**src/rtl/twiddle_pkg.sv**
```systemverilog
// Shared types and constants for the twiddle ROM scheduler.
package twiddle_pkg;
  localparam int TW_W = 18;
  localparam logic signed [TW_W-1:0] UNITY_REAL = 18'sd65536;
  localparam logic signed [TW_W-1:0] UNITY_IMG  = 18'sd0;

  typedef enum logic {IDLE, RUN} state_e;

  // Per-index flags that travel alongside the ROM read.
  typedef struct packed {
    logic unity;
    logic id;
    logic last;
  } tw_tag_t;
endpackage

```
**src/rtl/rr_arb2.sv**
```systemverilog
// Two-way round-robin arbiter: combinational one-hot grant, registered preference pointer.
module rr_arb2 (
  input  logic       i_clk,
  input  logic       i_rst,
  input  logic [1:0] i_req,
  input  logic       i_advance,
  output logic [1:0] o_gnt
);
  logic r_ptr;

  // r_ptr names the preferred requester; the other only wins when the preferred one is idle.
  always_comb begin
    o_gnt    = 2'b00;
    o_gnt[0] = i_req[0] & (~r_ptr | ~i_req[1]);
    o_gnt[1] = i_req[1] & ( r_ptr | ~i_req[0]);
  end

  always_ff @(posedge i_clk) begin
    if (!i_rst)         r_ptr <= 1'b0;
    else if (i_advance) r_ptr <= o_gnt[0];
  end
endmodule

```
**src/rtl/twiddle_rom_scheduler.sv**
```systemverilog
// Frame-level round-robin sharing of one twiddle ROM pair between two FFT stage
// requesters; unity is substituted in the second half-frame, flags aligned to ROM latency.
module twiddle_rom_scheduler
  import twiddle_pkg::*;
#(
  parameter int FRAME_LEN = 16,
  parameter int ADDR_W    = 4,
  parameter int STRIDE0   = 1,
  parameter int STRIDE1   = 2,
  parameter int ROM_LAT   = 1
) (
  input  logic                   i_clk,
  input  logic                   i_rst,
  input  logic [1:0]             i_req,
  output logic [1:0]             o_gnt,
  output logic                   o_busy,
  output logic [ADDR_W-1:0]      o_rom_addr,
  input  logic signed [TW_W-1:0] i_rom_real,
  input  logic signed [TW_W-1:0] i_rom_img,
  output logic                   o_tw_valid,
  output logic                   o_tw_id,
  output logic                   o_tw_last,
  output logic signed [TW_W-1:0] o_tw_real,
  output logic signed [TW_W-1:0] o_tw_img
);
  localparam int            KW     = $clog2(FRAME_LEN);
  localparam logic [KW-1:0] K_LAST = KW'(FRAME_LEN - 1);

  state_e            r_state, w_state_nxt;
  logic [KW-1:0]     r_k, w_k_issue;
  logic              r_owner, w_owner;
  logic              w_arb_en, w_grant, w_issue;
  logic              w_unity, w_last;
  logic [1:0]        w_arb_gnt;
  logic [ADDR_W-1:0] w_stride, w_addr, r_addr;
  tw_tag_t           w_tag_in, w_tag_out;
  logic [ROM_LAT:0]  r_vld_pipe;
  tw_tag_t           r_tag_pipe [ROM_LAT:0];

  rr_arb2 u_arb (
    .i_clk     (i_clk),
    .i_rst     (i_rst),
    .i_req     (i_req),
    .i_advance (w_grant),
    .o_gnt     (w_arb_gnt)
  );

  // r_k is the frame index currently on rom_addr; the index being issued this
  // cycle is w_k_issue. A grant issues index 0 in the same cycle, including the
  // back-to-back case at r_k==K_LAST, so frames chain without a bubble.
  always_comb begin
    w_arb_en    = i_rst && ((r_state == IDLE) || (r_k == K_LAST));
    w_grant     = w_arb_en && (i_req != 2'b00);
    w_issue     = w_grant || ((r_state == RUN) && (r_k != K_LAST));
    w_k_issue   = w_grant ? '0 : r_k + 1'b1;
    w_owner     = w_grant ? w_arb_gnt[1] : r_owner;
    w_state_nxt = w_issue ? RUN : IDLE;
    o_gnt       = w_grant ? w_arb_gnt : 2'b00;
  end

  // FRAME_LEN is a power of two, so the upper half-frame is exactly the MSB of k.
  always_comb begin
    w_stride = w_owner ? ADDR_W'(STRIDE1) : ADDR_W'(STRIDE0);
    w_unity  = w_k_issue[KW-1];
    w_last   = (w_k_issue == K_LAST);
    w_addr   = w_unity ? '0 : ADDR_W'(ADDR_W'(w_k_issue) * w_stride);
    w_tag_in = '0;
    if (w_issue) begin
      w_tag_in.unity = w_unity;
      w_tag_in.id    = w_owner;
      w_tag_in.last  = w_last;
    end
  end

  always_ff @(posedge i_clk) begin
    if (!i_rst) begin
      r_state <= IDLE;
      r_k     <= '0;
      r_owner <= 1'b0;
    end else begin
      r_state <= w_state_nxt;
      r_k     <= w_issue ? w_k_issue : '0;
      r_owner <= w_owner;
    end
  end

  // Stage 0 sits alongside rom_addr; stage ROM_LAT lines up with ROM data.
  always_ff @(posedge i_clk) begin
    if (!i_rst) begin
      r_addr     <= '0;
      r_vld_pipe <= '0;
      for (int i = 0; i <= ROM_LAT; i++) r_tag_pipe[i] <= '0;
    end else begin
      r_addr        <= w_issue ? w_addr : '0;
      r_vld_pipe    <= {r_vld_pipe[ROM_LAT-1:0], w_issue};
      r_tag_pipe[0] <= w_tag_in;
      for (int i = 1; i <= ROM_LAT; i++) r_tag_pipe[i] <= r_tag_pipe[i-1];
    end
  end

  assign w_tag_out = r_tag_pipe[ROM_LAT];

  always_comb begin
    o_busy     = (r_state == RUN);
    o_rom_addr = r_addr;
    o_tw_valid = r_vld_pipe[ROM_LAT];
    o_tw_id    = r_vld_pipe[ROM_LAT] & w_tag_out.id;
    o_tw_last  = r_vld_pipe[ROM_LAT] & w_tag_out.last;
    o_tw_real  = '0;
    o_tw_img   = '0;
    if (r_vld_pipe[ROM_LAT]) begin
      o_tw_real = w_tag_out.unity ? UNITY_REAL : i_rom_real;
      o_tw_img  = w_tag_out.unity ? UNITY_IMG  : i_rom_img;
    end
  end
endmodule

```
**config.mk**
```make
export PLATFORM = sky130hd
export DESIGN_NAME = twiddle_rom_scheduler
export DESIGN_NICKNAME = d
export VERILOG_FILES = /design/src/rtl/twiddle_pkg.sv /design/src/rtl/rr_arb2.sv /design/src/rtl/twiddle_rom_scheduler.sv
export SDC_FILE = /design/constraint.sdc
export NUM_CORES = 1
export LEC_CHECK = 0
export CAP_MARGIN = 15
export CORE_MARGIN = 5
export CORE_UTILIZATION = 26
export CTS_CLUSTER_DIAMETER = 30
export CTS_CLUSTER_SIZE = 30
export DETAILED_ROUTE_END_ITERATION = 16
export PLACE_DENSITY = 0.75
export SYNTH_ARGS = -nofsm -noshare
export SYNTH_HDL_FRONTEND = slang
export SYNTH_SLANG_ARGS = --single-unit
export TNS_END_PERCENT = 30
```
**constraint.sdc**
```tcl
create_clock -name i_clk -period 1.3 [get_ports i_clk]
set_clock_uncertainty 0.05 [all_clocks]
set_input_delay 0.26 -clock i_clk [delete_from_list [all_inputs] [get_ports i_clk]]
set_output_delay 0.26 -clock i_clk [all_outputs]
set_load 0.005 [all_outputs]
```
**After elaboration in Yosys (flattened, before gate mapping)**

Memory sizes are Yosys's and may differ from the RTL's.
Cells that the tools add are included.

- Output and inout port bits: 46
- Latch bits: 0
- Memories kept: 1
- Input bits: 40
- RAM bits: 6
- Register bits: 13
- ROM bits: 0
- Word-level logic and storage cells: 48

- Div/mod/pow operators: 0
- Add/subtract/negate cells: 1
- Shift-type cells: 0
- Multipliers: 1
- Multiplexer cells: 14
- Eq/ne operators: 3
- $lt $le $gt $ge: 0
- Reduce and logical (&&, ||, !) cells: 8
- Bitwise operators: 14

Memory list:

| name | depth | bits a word | read ports | clocked after Yosys merged registers in | wr ports | line | RTL |
|---|---|---|---|---|---|---|---|
| r_tag_pipe | 2 | 3 | 2 | 0 | 2 | twiddle_rom_scheduler.sv:38 | `tw_tag_t r_tag_pipe [ROM_LAT:0];` |

Operators by type and width:

| cell | count |
|---|---|
| two-way mux 18 bit | 4 |
| two-way mux 3 bit | 3 |
| equality test 4 bit (second input constant) | 2 |
| NOT 1 bit | 6 |
| adder 4 x 1 -> 4 bit (second input constant) | 1 |
| AND 1 bit | 4 |
| multiplier 4 x 2 -> 4 bit | 1 |
| two-way mux 1 bit | 4 |
| two-way mux 2 bit | 2 |
| two-way mux 4 bit | 1 |
| != test 4 bit (second input constant) | 1 |
| bitwise OR 1 bit | 4 |
| logical AND 1 bit | 3 |
| OR reduction 3 bit | 1 |
| logical OR 1 bit | 2 |
| AND reduction 2 bit | 1 |
| nonzero test 2 bit | 1 |

**Depth between registers and ports, before layout**

Gate-level depths: netlist (run 1).

- Depth in word-level cells: 8
- Depth in mapped cells: 4
- Depth with buffers taken out: 4

**Hierarchy**

A second synthesis (run 1) with hierarchy kept.

- Cells, all modules: 99
- Area, all modules: 933.4 sq um

Modules (own cells, without submodules):

| module | instances | seq. area each (sq um) | area each (sq um) | cells an instance |
|---|---|---|---|---|
| twiddle_rom_scheduler | 1 | 320.3 | 873.3 | 93 |
| rr_arb2 | 1 | 20.0 | 60.1 | 6 |

**Worst setup path after synthesis (run 1)**

OpenSTA, ideal clock, no wires.

- Path type: register -> output
- Start point: register r_k[0]
- End point: output o_gnt[0]
- Cell stages (with the launch flop): 5
- Data arrival time: 1.115 ns
- Path slack: -0.125 ns
- Path buffers: 0
- Required time: 0.990 ns
- Path through: dfxtp_1 ha_1 nand3_1 a21boi_1 and3_2

- Word-level cells in the longest chain between the ends: 5

RTL lines:

| element | line | RTL |
|---|---|---|
| from (decl) | twiddle_rom_scheduler.sv:30 | `logic [KW-1:0] r_k, w_k_issue;` |
| from (signal assigned) | twiddle_rom_scheduler.sv:82 | `r_k <= w_issue ? w_k_issue : '0;` |
| equality test 4 bit | twiddle_rom_scheduler.sv:52 | `w_arb_en = i_rst && ((r_state == IDLE) \|\| (r_k == K_LAST));` |
| logical OR 1 bit | twiddle_rom_scheduler.sv:52 |  |
| logical AND 1 bit | twiddle_rom_scheduler.sv:52 |  |
| logical AND 1 bit | twiddle_rom_scheduler.sv:53 | `w_grant = w_arb_en && (i_req != 2'b00);` |
| two-way mux 2 bit | twiddle_rom_scheduler.sv:58 | `o_gnt = w_grant ? w_arb_gnt : 2'b00;` |
| to (decl) | twiddle_rom_scheduler.sv:15 | `output logic [1:0] o_gnt,` |

No other way between the ends.

**Final worst setup path (run 1)**

- Start point: register r_k[1]
- End point: output o_gnt[1]

The elaborated chain is that of the path after synthesis.

==> results of run 1 <==
repair_timing:
item | CTS | global route
hold endpoints to repair | 0 | 0
buffers inserted | 4 | 3
gates resized for setup | 192 | 23
setup endpoints to repair | 54 | 44
gates cloned | 3 | 0
pin swaps | 11 | 13
through the flow:
step           instances  hold WS [ps]  total power [mW]  instance area [sq um]  setup TNS (ps)
6_report             254           394              1.34                   2030          -13490
5_1_grt              254           405              1.40                   2030          -15540
4_1_cts              251           399              1.30                   1920          -14040
3_5_place_dp         240           381              1.00                   1890          -17220
3_3_place_gp         240           370             0.988                   1890          -15650
2_1_floorplan         99           332             0.688                    890               0
final cells by class:
type	instances	area, sq um
clock buffers	4	26.3
fillers	301	1280
inverters	2	7.51
multi-input cells	74	584
flip-flops and latches	17	347
well taps	46	57.6
repair buffers	111	1010
cell families (layout without fill, tap and decap cells):
group                      after synthesis  in the layout
buffers and inverters                    8            117
and+or+nand+nor                         60             60
DFF                                     17             17
adders and majority gates                1              1
muxes                                    2              2
xor gates and xnor gates                 3              3
AOI/OAI and AO/OA                        8              8
flip-flops by register name, summed over array words and instances (netlist names):
signal and cells:
r_tag_pipe 5, r_vld_pipe 2, u_arb.r_ptr 1, r_owner 1, r_k 4, o_rom_addr 4
cell usage in the layout, fill, tap and decap left out, drive strengths merged:
cell	instances
a21boi	1
a31o	1
and2	42
and2b	1
and3	4
and4	1
buf	65
clkbuf	5
clkdlybuf4s15	1
clkdlybuf4s50	38
dfxtp	17
dlygate4sd2	6
ha	1
inv	2
mux2i	2
nand2	4
nand2b	1
nand3	2
nor2	2
nor3	2
nor4b	1
o2111a	1
o211a	1
o211ai	1
o21a	1
o21ai	1
o21bai	1
xnor2	1
xor2	2
routing by layer:
layer  part of all wire  routed length [um]  global-route usage  vias up
met5                  0                   0                   0        -
met4              0.016                  58              0.0471        0
met3              0.080                 287              0.0246        6
met2               0.59                2120               0.331       41
met1               0.32                1140               0.132      515
li1                   -                   -                   -      542
critical path: cells and delay by family, from the launching register on:
family / cells / cell delay, ps
and+or+nand+nor: 1 / 180
adders and majority gates: 1 / 170
AOI/OAI and AO/OA: 1 / 250
buffers and inverters: 1 / 130
DFF: 1 / 350
final timing paths:
path	end	cells after the start	slack, ps	start
worst min register to register	r_tag_pipe[0][3]$_SDFF_PN0_	1	390	r_tag_pipe[0][0]$_SDFF_PN0_
worst max register to register	r_tag_pipe[0][1]$_SDFF_PN0_	6	-190	r_k[1]$_SDFF_PN0_
worst min-delay path	r_tag_pipe[0][3]$_SDFF_PN0_	1	390	r_tag_pipe[0][0]$_SDFF_PN0_
worst max-delay path	o_gnt[1]	4	-380	r_k[1]$_SDFF_PN0_
power groups by stage:
stage	combinational (mW)	sequential, mW	clock, mW
6_report	0.488	0.564	0.286
5_1_grt	0.525	0.567	0.308
4_1_cts	0.449	0.563	0.285
3_5_place_dp	0.429	0.572	0
3_3_place_gp	0.418	0.570	0
2_1_floorplan	0.118	0.570	0
==> metrics.md, run 1 <==
| Metric | Value |
|---|---|
| Placement Rows | 21 |
| Peak supply drop | 0.559 mV |
| Cell area after synthesis | 877 sq um |
| Max stage delay cell, worst path | sky130_fd_sc_hd__dfxtp_2 |
| First-pass DRT Iterations | 2 |
| Compound-gate portion of the synthesized area | 0.0742 |
| Post-detailed-route wirelength per cell | 14.2 um |
| Count of endpoints failing setup in the final report | 40 |
| Sequential-to-total area share from yosys stat | 0.388 |
| Combinational family with the most area after synthesis | simple AND/OR/NAND/NOR gates |
| Dpl hpwl | 2650 um |
| Layout Area Growth over Synthesis | 132% |
| Relative slew slack | 0.814 |
| Synth top cells by count | 41 x sky130_fd_sc_hd__and2_1, 17 x sky130_fd_sc_hd__dfxtp_1, 3 x sky130_fd_sc_hd__and3_1, 3 x sky130_fd_sc_hd__clkbuf_1, 3 x sky130_fd_sc_hd__nand2_1 |
| Final routed wirelength across all metal layers | 3610 um |
| Period minus WS final | 1680 ps |
| Area fraction in and, or, nand and nor cells after synthesis | 0.419 |
| Number of antenna violations at the first check in global routing | 0 |
| Net switching share of the total power | 0.251 |
| Final worst path period share | 1.29 |
| Number of clock sinks seen by CTS | 17 |
| Crit. End Element | output port |
| Transition time at the pin with the least slew margin | 279 ps |
| Sequence of cells on the critical path | ha_4, and3_4, o2111a_1, buf_2 |
| Antenna viol nets, final | 0 |
| PnR worst setup slack | -381 ps |
| Setup repair after global routing missed its margin | true |
| Pwr per Cell Area | 658 mW/mm^2 |
| Ranking of synthesized cells by area | sky130_fd_sc_hd__dfxtp_1 39%, sky130_fd_sc_hd__and2_1 29%, sky130_fd_sc_hd__buf_6 2.6% |
| Post-Place Setup Slack | -648 ps |
| Count of synthesis-stage warnings from yosys | 0 |
| Fraction of the mapped netlist area in adder cells | 0.0143 |
| GR Overflow Total | 0 |
| Worst Path Arrival | 1370 ps |
| Die X | 68.1 um |
| Mux contribution to synthesized area | 0.0228 |
| Library cell with the highest instance count after synthesis | sky130_fd_sc_hd__and2_1 |
| Most instantiated flip-flop cell in the synthesis netlist | sky130_fd_sc_hd__dfxtp_1 |
| Share of flip-flops with an asynchronous set or reset | 0 |
| Clock Root Buffer | sky130_fd_sc_hd__clkbuf_4 |
| Synthesis-stage register bit count | 17 |
| Post-CTS Hold Buffers | 0 |
| Initial core utilization | 0.265 |
| Post-layout util | 0.614 |
| Floorplan core area | 0.00331 sq mm |
| Class of the tightest hold or removal check | reg -> reg |
| Count of nets after finishing | 250 |
| Combinational cell fraction of total power | 0.365 |
| Sequential group share of total power | 0.421 |
| Crit path largest cell delay | 350 ps |
| Psw | 0.336 mW |
| Cells after synthesis | 99 |
| Number of top-level design ports | 86 |
| Final hold violation count | 0 |
| P_int | 1.00 mW |
| Number of input and output port buffers inserted | 85 |
| Antenna diode instance count | 0 |
| Clock buffer depth | 2 |
| Critical path peak fanout | 3 |
| Clock-pin transition on the worst setup and hold timing paths | 100 ps |
| Total routing usage reported by global routing | 0.151 |
| Static leakage power | 0.986 nW |
| Number of global-route vias before repair | 1,158 |
| Setup CP Type | reg -> out |
| Cell taking the most area after synthesis | sky130_fd_sc_hd__dfxtp_1 |
| Startpoint Class | flip-flop |
| Routed vias/inst | 4.35 |
| Clock network fraction of design power | 0.214 |
| Run status | finished with violations |
| Die area | 0.00463 sq mm |
| Initial drt markers | 17 |
| Number of nets produced by synthesis | 140 |
| Mean instance size in the synthesized netlist | 8.86 sq um |
| Number of unique standard cell types used by synthesis | 30 |
| Xor and xnor area share after synthesis | 0.0300 |
| Share of cells above drive strength 1 | 0.471 |
| Maximum capacitance violations | 0 |
| Gpl congestion | 0.808 |
| H-tree lvl count | 1 |
| First-pass GRT wire length | 5330 um |
| Number of CTS-inserted buffers | 3 |
| Clock tree from TritonCTS | done |
| DRC violation count after routing | 0 |
| Routed vias | 1,104 |
| Data required time at the worst endpoint | 990 ps |
| Max Slew Vio Count | 0 |
| Top-area cell type share of the netlist area | 0.388 |
| Die Ht | 68.1 um |
| Number of flops mapped to enable cells by yosys | 0 |
| Clock latency at the later pin of the worst-skew pair | 290 ps |
| Failing checks | setup timing |
| Maximum number of pins on one net before global-route repair | 10 |
| Maximum frequency from static timing analysis | 595 MHz |
No activity file was read; power rests on OpenSTA's default activity.
==> run 2: changes to the inputs <==
HOLD_SLACK_MARGIN = 0.03   (was default)
==> results of run 2 <==
The final DEF is identical to that of run 1; final timing and power are the same.
